`src/rtl/fifo_uart_pkg.sv`:
```
// Shared types and line levels for the FIFO-drain UART transmitter.
// The PARITY state exists only when FIFO_UART_TX_PARITY_EN is defined.
package fifo_uart_pkg;

  typedef enum logic [2:0] {
    IDLE,
    LOAD,
    START,
    DATA,
`ifdef FIFO_UART_TX_PARITY_EN
    PARITY,
`endif
    STOP
  } tx_state_e;

  localparam logic IDLE_LEVEL  = 1'b1;
  localparam logic START_LEVEL = 1'b0;

endpackage

```
`src/rtl/fifo_uart_tx_if.sv`:
```
// Read port of the upstream synchronous FIFO.
// master: the drain that pops; slave: the FIFO itself.
interface fifo_uart_tx_if #(
  parameter int WIDTH = 8
);

  logic             fifo_rd;
  logic             fifo_empty;
  logic [WIDTH-1:0] fifo_data;

  modport master (
    output fifo_rd,
    input  fifo_empty,
    input  fifo_data
  );

  modport slave (
    input  fifo_rd,
    output fifo_empty,
    output fifo_data
  );

endinterface

```
`src/rtl/fifo_uart_tx_baud.sv`:
```
// Bit-period divider: tick on the last cycle of each bit period.
// pre_tick flags the cycle before tick so callers can register outputs.
module baud_tick_gen #(
  parameter int CLKS_PER_BIT = 16
) (
  input  logic clk,
  input  logic rst_n,
  input  logic clear,
  output logic tick,
  output logic pre_tick
);

  localparam int CW = (CLKS_PER_BIT > 2) ? $clog2(CLKS_PER_BIT) : 1;
  localparam logic [CW-1:0] LAST = CW'(CLKS_PER_BIT - 1);
  localparam logic [CW-1:0] PRE  = CW'(CLKS_PER_BIT - 2);

  logic [CW-1:0] cnt;

  assign tick     = (cnt == LAST);
  assign pre_tick = !clear && (cnt == PRE);

  always_ff @(posedge clk or negedge rst_n) begin
    if (!rst_n) begin
      cnt <= '0;
    end else if (clear || tick) begin
      cnt <= '0;
    end else begin
      cnt <= cnt + CW'(1);
    end
  end

endmodule

```
`src/rtl/fifo_uart_tx.sv`:
```
// Pops bytes from the FIFO and serialises them as UART frames.
// Optional even parity bit: define FIFO_UART_TX_PARITY_EN.
module fifo_uart_tx
  import fifo_uart_pkg::*;
#(
  parameter int WIDTH        = 8,
  parameter int CLKS_PER_BIT = 16,
  parameter int STOP_BITS    = 1
) (
  input  logic           clk,
  input  logic           rst_n,
  input  logic           en,
  fifo_uart_tx_if.master fifo,
  output logic           tx,
  output logic           busy,
  output logic           frame_done
);

  localparam int BW = $clog2(WIDTH + 1);
  localparam logic [BW-1:0] LAST_BIT  = BW'(WIDTH - 1);
  localparam logic [BW-1:0] LAST_STOP = BW'(STOP_BITS - 1);

  tx_state_e        state_q, state_n;
  logic [WIDTH-1:0] shift_q, shift_n;
  logic [BW-1:0]    bit_q, bit_n;
  logic             tick, pre_tick, clear;
  logic             tx_d, done_d, rd_d;
`ifdef FIFO_UART_TX_PARITY_EN
  logic             parity_q;
`endif

  assign clear = (state_q == IDLE) || (state_q == LOAD);

  baud_tick_gen #(
    .CLKS_PER_BIT(CLKS_PER_BIT)
  ) u_baud (
    .clk      (clk),
    .rst_n    (rst_n),
    .clear    (clear),
    .tick     (tick),
    .pre_tick (pre_tick)
  );

  always_comb begin
    state_n = state_q;
    shift_n = shift_q;
    bit_n   = bit_q;
    case (state_q)
      IDLE: if (fifo.fifo_rd) state_n = LOAD;
      LOAD: begin
        shift_n = fifo.fifo_data;
        bit_n   = '0;
        state_n = START;
      end
      START: if (tick) state_n = DATA;
      DATA: if (tick) begin
        shift_n = shift_q >> 1;
        if (bit_q == LAST_BIT) begin
          bit_n   = '0;
`ifdef FIFO_UART_TX_PARITY_EN
          state_n = PARITY;
`else
          state_n = STOP;
`endif
        end else begin
          bit_n = bit_q + BW'(1);
        end
      end
`ifdef FIFO_UART_TX_PARITY_EN
      PARITY: if (tick) state_n = STOP;
`endif
      STOP: if (tick) begin
        if (bit_q == LAST_STOP) begin
          state_n = IDLE;
        end else begin
          bit_n = bit_q + BW'(1);
        end
      end
      default: state_n = IDLE;
    endcase
  end

  // Outputs are registered, so they decode the next state.
  always_comb begin
    tx_d = IDLE_LEVEL;
    case (state_n)
      START:  tx_d = START_LEVEL;
      DATA:   tx_d = shift_n[0];
`ifdef FIFO_UART_TX_PARITY_EN
      PARITY: tx_d = parity_q;
`endif
      default: tx_d = IDLE_LEVEL;
    endcase
    done_d = (state_n == STOP) && (bit_n == LAST_STOP) && pre_tick;
    rd_d   = (state_n == IDLE) && en && !fifo.fifo_empty;
  end

  always_ff @(posedge clk or negedge rst_n) begin
    if (!rst_n) begin
      state_q      <= IDLE;
      shift_q      <= '0;
      bit_q        <= '0;
      tx           <= IDLE_LEVEL;
      busy         <= 1'b0;
      frame_done   <= 1'b0;
      fifo.fifo_rd <= 1'b0;
    end else begin
      state_q      <= state_n;
      shift_q      <= shift_n;
      bit_q        <= bit_n;
      tx           <= tx_d;
      busy         <= (state_n != IDLE);
      frame_done   <= done_d;
      fifo.fifo_rd <= rd_d;
    end
  end

`ifdef FIFO_UART_TX_PARITY_EN
  always_ff @(posedge clk or negedge rst_n) begin
    if (!rst_n) begin
      parity_q <= 1'b0;
    end else if (state_q == LOAD) begin
      parity_q <= ^fifo.fifo_data;
    end
  end
`endif

endmodule

```
`src/flat_wrapper.sv`:
```
// flat-port wrapper written by rule: the top's interface ports become plain ports
module fifo_uart_tx_flat import fifo_uart_pkg::*;
#(
  parameter int WIDTH        = 8,
  parameter int CLKS_PER_BIT = 16,
  parameter int STOP_BITS    = 1
)
  (clk, rst_n, en, tx, busy, frame_done, fifo_fifo_rd, fifo_fifo_empty, fifo_fifo_data);
  fifo_uart_tx_if #(.WIDTH(WIDTH)) fifo_i ();
  input  logic clk;
  input  logic rst_n;
  input  logic en;
  output logic tx;
  output logic busy;
  output logic frame_done;
  output wire logic [$bits(fifo_i.fifo_rd)-1:0] fifo_fifo_rd;
  input wire logic [$bits(fifo_i.fifo_empty)-1:0] fifo_fifo_empty;
  input wire logic [$bits(fifo_i.fifo_data)-1:0] fifo_fifo_data;
  assign fifo_fifo_rd = fifo_i.fifo_rd;
  assign fifo_i.fifo_empty = fifo_fifo_empty;
  assign fifo_i.fifo_data = fifo_fifo_data;
  fifo_uart_tx #(.WIDTH(WIDTH), .CLKS_PER_BIT(CLKS_PER_BIT), .STOP_BITS(STOP_BITS)) u_core (.clk(clk), .rst_n(rst_n), .en(en), .fifo(fifo_i), .tx(tx), .busy(busy), .frame_done(frame_done));
endmodule
```
`config.mk`:
```
export PLATFORM = sky130hd
export DESIGN_NAME = fifo_uart_tx_flat
export DESIGN_NICKNAME = d
export VERILOG_FILES = /design/src/rtl/fifo_uart_pkg.sv /design/src/rtl/fifo_uart_tx_if.sv /design/src/rtl/fifo_uart_tx_baud.sv /design/src/rtl/fifo_uart_tx.sv /design/src/flat_wrapper.sv
export SDC_FILE = /design/constraint.sdc
export NUM_CORES = 1
export LEC_CHECK = 0
export BUFFER_PORTS_ARGS = -buffer_cell sky130_fd_sc_hd__buf_4
export CAP_MARGIN = 20
export CORE_ASPECT_RATIO = 0.9
export CORE_MARGIN = 5
export CORE_UTILIZATION = 25
export DETAILED_ROUTE_END_ITERATION = 12
export PLACE_DENSITY = 0.53
export SLEW_MARGIN = 20
export SYNTH_ARGS = -nofsm -noshare
export SYNTH_HDL_FRONTEND = slang
export SYNTH_SLANG_ARGS = --single-unit
```
`constraint.sdc`:
```
create_clock -name clk -period 2.2 [get_ports clk]
set_input_delay 0.44 -clock clk [delete_from_list [all_inputs] [get_ports clk]]
set_output_delay 0.44 -clock clk [all_outputs]
set_load 0.005 [all_outputs]
```
==> results of run 1 <==
-- per-stage QoR --
stage | instances | worst slack [ns] | total power, uW | hold WS, ns | instance area [um^2]
3_3_place_gp | 216 | 0.450 | 1150 | 0.346 | 1480
2_1_floorplan | 139 | 0.580 | 1030 | 0.144 | 1280
5_1_grt | 220 | 0.142 | 1580 | 0.0704 | 1520
3_5_place_dp | 216 | 0.399 | 1190 | 0.360 | 1480
4_1_cts | 220 | 0.356 | 1470 | 0.0616 | 1520
6_report | 220 | 0.350 | 1450 | 0.0555 | 1520
-- routing by layer --
layer / GRT usage / wire [um] / vias to the layer above
li1: - / - / 543
met1: 0.128 / 1470 / 559
met2: 0.176 / 1590 / 26
met3: 0.0339 / 201 / 6
met4: 0.0269 / 38 / 0
met5: 0 / 0 / -
-- flip-flops by register name (all words and copies together), names as in the netlist --
signal               cells
u_core.fifo.fifo_rd      1
u_core.tx                1
u_core.busy              1
u_core.u_baud.cnt        4
u_core.frame_done        1
u_core.state_q           3
u_core.shift_q           8
u_core.bit_q             4
-- path summary, 6_finish.rpt --
kind                                       from                   end
min in group clk                fifo_fifo_empty   u_core.fifo.fifo_rd
setup reg to reg                u_core.bit_q[0]     u_core.frame_done
hold reg to reg            u_core.u_baud.cnt[0]  u_core.u_baud.cnt[0]
hold / removal                            rst_n     u_core.shift_q[2]
max in group asynchronous                 rst_n             u_core.tx
setup / recovery                u_core.bit_q[0]     u_core.frame_done
-- worst max-delay path: stages, from the launching register on --
cell and delay [ns]:
dfrtp_1 0.44, inv_1 0.12, ha_1 0.14, nor3b_2 0.37, nand4b_1 0.16, a21oi_1 0.30
a41oi_2 0.06, nor3_1 0.17
-- placed cells by master (no fill, tap or decap), types with 2 or more instances in the layout --
master,n
nand3_1,2
and3_1,2
nand2_1,12
nor3_1,6
ha_1,4
o22a_1,2
clkbuf_8,3
a21oi_1,14
inv_1,4
buf_4,20
dfrtp_1,22
o22ai_1,13
a32o_1,2
xnor2_1,2
o21ai_0,8
nand4_1,2
nor2_1,13
-- synth_stat cells, types with 2 or more instances --
master   count
buf_2        4
o21ai_0      8
a21oi_1     14
ha_1         4
dfrtp_1     22
buf_1        2
and3_1       2
nand3_1      2
nor3_1       6
nand2_1     12
a32o_1       2
o22a_1       2
nor2_1      13
inv_1        4
o22ai_1     13
xnor2_1      2
nand4_1      2
-- cell type report --
type                            count  area, um^2  share of cell area
Multi-Input combinational cell    104         652               0.429
Sequential cell                    23         577               0.379
Timing Repair Buffer               20         150              0.0988
Tap cell                           65        81.3              0.0535
Clock buffer                        4        45.0              0.0296
Inverter                            4        15.0             0.00988
-- cells by family (layout without fill, tap and decap cells) --
family,Yosys count,after routing,synth area share
fa+ha+maj,4,4,0.0390
xor+xnor,3,3,0.0205
simple gates,50,50,0.217
buf+inv,12,28,0.0419
flops,23,23,0.450
compound gates,47,47,0.232
-- report_power, final --
| group | internal, uW | leakage, uW | switching [uW] |
|---|---|---|---|
| clock | 129 | 0.0000228 | 137 |
| combinational | 236 | 0.000336 | 292 |
| sequential | 520 | 0.000289 | 130 |
==> flow_summary.ini, run 1 <==
[critical_path]
cp-end-kind = register
worstPathMaxFanout = 7
criticalPathCategory = register to register
reg2reg_depth = 7
startpoint_type = register
cp.required_ns = 2.38
regToRegSetupSlack_ns = 0.35
cp_data_arrival_time_ns = 2.03

[clocking]
ctsHtreeMaxLevel = 1
postCtsResizedCells = 0
cts_buffer_depth = 2
cts_setup_buffers = 0
path_clk_slew_ns = 0.08
cts_hold_buf = 0
cts_buffers = 3
root_buffer = clkbuf_8
cts_tree = built
clock_latency_ns = 0.27
cts_sinks = 23

[logic_synthesis]
synth_area_leaders = dfrtp_1, o22ai_1, a21oi_1
synthCells = 139
netlist_area_mm2 = 0.00128
synth_edf_count = 0
synthDistinctLibCells = 42
avgSynthCellArea_um2 = 9.23
synth_top_area_share = 0.429
yosysWarningCount = 0
synth_area_leader_cell = dfrtp_1
ys.flop_type = dfrtp_1
syn-num-nets = 155
seq_area_frac_synth = 0.450
synth-seq-cells = 23
synthArstFlopShare = 1.00

[global_routing]
grt_pass1_vias = 1163
grt_max_degree = 24
track_usage = 0.104
antenna_found_initial = 0
grt_pass1_wl_mm = 5.62
gr-total-overflow = 0

[sta]
setup_violations = 0
grt_setup_unrepaired = no
hold_viol_final = 0
drv_slew = 0
fmax_mhz = 541
tightest_slew_ns = 0.422
relSlewSlack = 0.717
fin_crit_ns = 1.85
finalSetupTns_ns = 0
skew_ns = 0.00629
finalCritPeriodShare = 0.841

[final_layout]
fin_nets = 172
final_util = 0.311
drive_gt1_frac = 0.206
nFillCells = 523
area_growth_pct = 18.5
diodes = 0

[routing]
routed_wl_mm = 3.31
ant_nets = 0
drtIter0Drc = 63
vias = 1134
vias_per_cell = 5.15
wl_per_cell_um = 15.0
firstDrtPassIters = 4
drc = 0

[status]
outcome = finished, final reports clean

[floorplan]
fp.dieW_um = 85.5
core_area_mm2 = 0.00489
fp.dieArea_mm2 = 0.00666
start_util = 0.262
io_pins = 16
rows = 24
die_y_um = 77.9

[pwr]
irDropWorstVdd_mv = 0.481
p_leak_uw = 0.000648
power_density_mw_per_mm2 = 951

[placement]
port_buffers = 15
dp_hpwl_mm = 2.40
place_congestion = 0.871

[flow_run]
max-cap-violations = 0

[min_path]
hold_path_class = input pin to async pin
Note: power is estimated with default switching activity, not from simulation.
==> run 2: changes to the inputs <==
--- a/config.mk
+++ b/config.mk
@@ -11,7 +11,7 @@
 export CORE_MARGIN = 5
 export CORE_UTILIZATION = 25
 export DETAILED_ROUTE_END_ITERATION = 12
-export PLACE_DENSITY = 0.53
+export PLACE_DENSITY = 0.54
 export SLEW_MARGIN = 20
 export SYNTH_ARGS = -nofsm -noshare
 export SYNTH_HDL_FRONTEND = slang
==> constraint.sdc (replaced) <==
create_clock -name clk -period 1.6 [get_ports clk]
set_input_delay 0.32 -clock clk [delete_from_list [all_inputs] [get_ports clk]]
set_output_delay 0.32 -clock clk [all_outputs]
set_load 0.005 [all_outputs]
==> flow_summary.ini, run 2 (synthesis gave the netlist of run 1 again) <==
[status]
outcome = finished, violations left
violations = setup timing

[sta]
drv_slew = 0
tightest_slew_ns = 0.391
setup_violations = 3
finalSetupTns_ns = -0.123
skew_ns = 0.00562
grt_setup_unrepaired = yes
hold_viol_final = 0
fmax_mhz = 586
finalCritPeriodShare = 1.07
relSlewSlack = 0.737
finalWorstSetupSlack_ns = -0.107
fin_crit_ns = 1.71

[final_layout]
final_cell_area_mm2 = 0.00185
mostFrequentLayoutCell = buf_4
layout_common_cells = buf_4, dfrtp_1, nor2_1
area_growth_pct = 44.5
diodes = 0
largest-register = u_core.shift_q
final_cells = 251
largest_reg_flops = 8
nFillCells = 508
drive_gt1_frac = 0.414
largestRegisters = u_core.shift_q x8, u_core.bit_q x4, u_core.u_baud.cnt x4
fin_nets = 203

[global_routing]
antenna_found_initial = 0
track_usage = 0.100
grt_max_degree = 24
grt_pass1_wl_mm = 5.44
grt_pass1_vias = 1187
gr-total-overflow = 0

[placement]
dpl_cell_area_mm2 = 0.00165
dp_hpwl_mm = 2.36
place_congestion = 0.798
place_inst = 237
port_buffers = 15

[pwr]
power_density_mw_per_mm2 = 1320
irDropWorstVdd_mv = 0.614
p_leak_uw = 0.000804

[min_path]
hold_depth = 2
hold_path_class = input pin to register

[critical_path]
worstPathMaxFanout = 4
cp_slowest_cell = dfrtp_2
worstSetupPathDepth = 7
cp_cell_sequence = buf_4 -> ha_4 -> nand3b_1 -> nand2_1 -> or3_4 -> a41oi_2 -> nor3_2
startpoint_type = register
path_buf_inv = 1
criticalPathCategory = register to register
cp_top_family = simple AND/OR/NAND/NOR gates
cp-end-kind = register
cp_data_arrival_time_ns = 1.86
reg2reg_depth = 7
cp.required_ns = 1.75
slowest_delay_ns = 0.44

[routing]
vias_per_cell = 4.95
drtIter0Drc = 70
ant_nets = 0
vias = 1242
routed_wl_mm = 3.36
drc = 0
wl_per_cell_um = 13.4
firstDrtPassIters = 5

[flow_run]
max-cap-violations = 0

[floorplan]
rows = 24
die_y_um = 77.9
fp.dieArea_mm2 = 0.00666
io_pins = 16
start_util = 0.262
core_area_mm2 = 0.00489
fp.dieW_um = 85.5

[clocking]
clock_latency_ns = 0.26
root_buffer = clkbuf_8
ctsHtreeMaxLevel = 1
cts_sinks = 23
cts_tree = built
cts_buffer_depth = 2
cts_buffers = 3
path_clk_slew_ns = 0.08
==> run 2: report_power, final <==
group	total [uW]	internal [uW]	switching [uW]	leakage, uW
Combinational	1230	647	584	0.000493
Clock	360	178	182	0.0000228
Sequential	848	721	126	0.000288
==> run 2: layer usage <==
layer  GRT usage  part of all wire  vias to the layer above
li1            -                 -                      609
met1       0.131              0.48                      601
met2       0.166              0.48                       28
met3      0.0244             0.034                        4
met4      0.0253            0.0068                        0
met5           0                 0                        -
==> run 2: final timing paths <==
path	start	endpoint	slack (ns)
min	fifo_fifo_empty	u_core.fifo.fifo_rd	0.20
max in group asynchronous	rst_n	u_core.tx	0.84
max reg2reg	u_core.bit_q[0]	u_core.frame_done	-0.11
min in group asynchronous	rst_n	u_core.frame_done	0.47
max	u_core.bit_q[0]	u_core.frame_done	-0.11
min reg2reg	u_core.shift_q[7]	u_core.shift_q[7]	0.50
==> run 2: final cells by class <==
type                    instances  area (um^2)  share of cell area
multi-input cells             104          733               0.396
repair buffers                 51          400               0.216
inverters                       4         15.0             0.00810
clock buffers                   4         45.0              0.0243
flip-flops and latches         23          578               0.312
well taps                      65         81.3              0.0439
==> run 2: through the flow <==
step	utilization	setup WS (ns)	total power (uW)	hold WS [ns]
after global placement	0.336	-0.0545	1830	0.229
after floorplan	-	0.0276	1440	0.0244
after global routing	0.379	-0.183	2640	0.187
after detailed placement	0.336	-0.100	1860	0.234
after CTS	0.357	-0.0420	2290	0.193
final	0.379	-0.107	2440	0.203
==> run 2: timing repair <==
action	CTS	global route
hold buffers	1	0
gates cloned	0	0
resized for setup	9	17
endpoints found under the hold margin	22	0
endpoints found under the setup margin	12	9
pin swaps	4	5
setup buffers	2	7
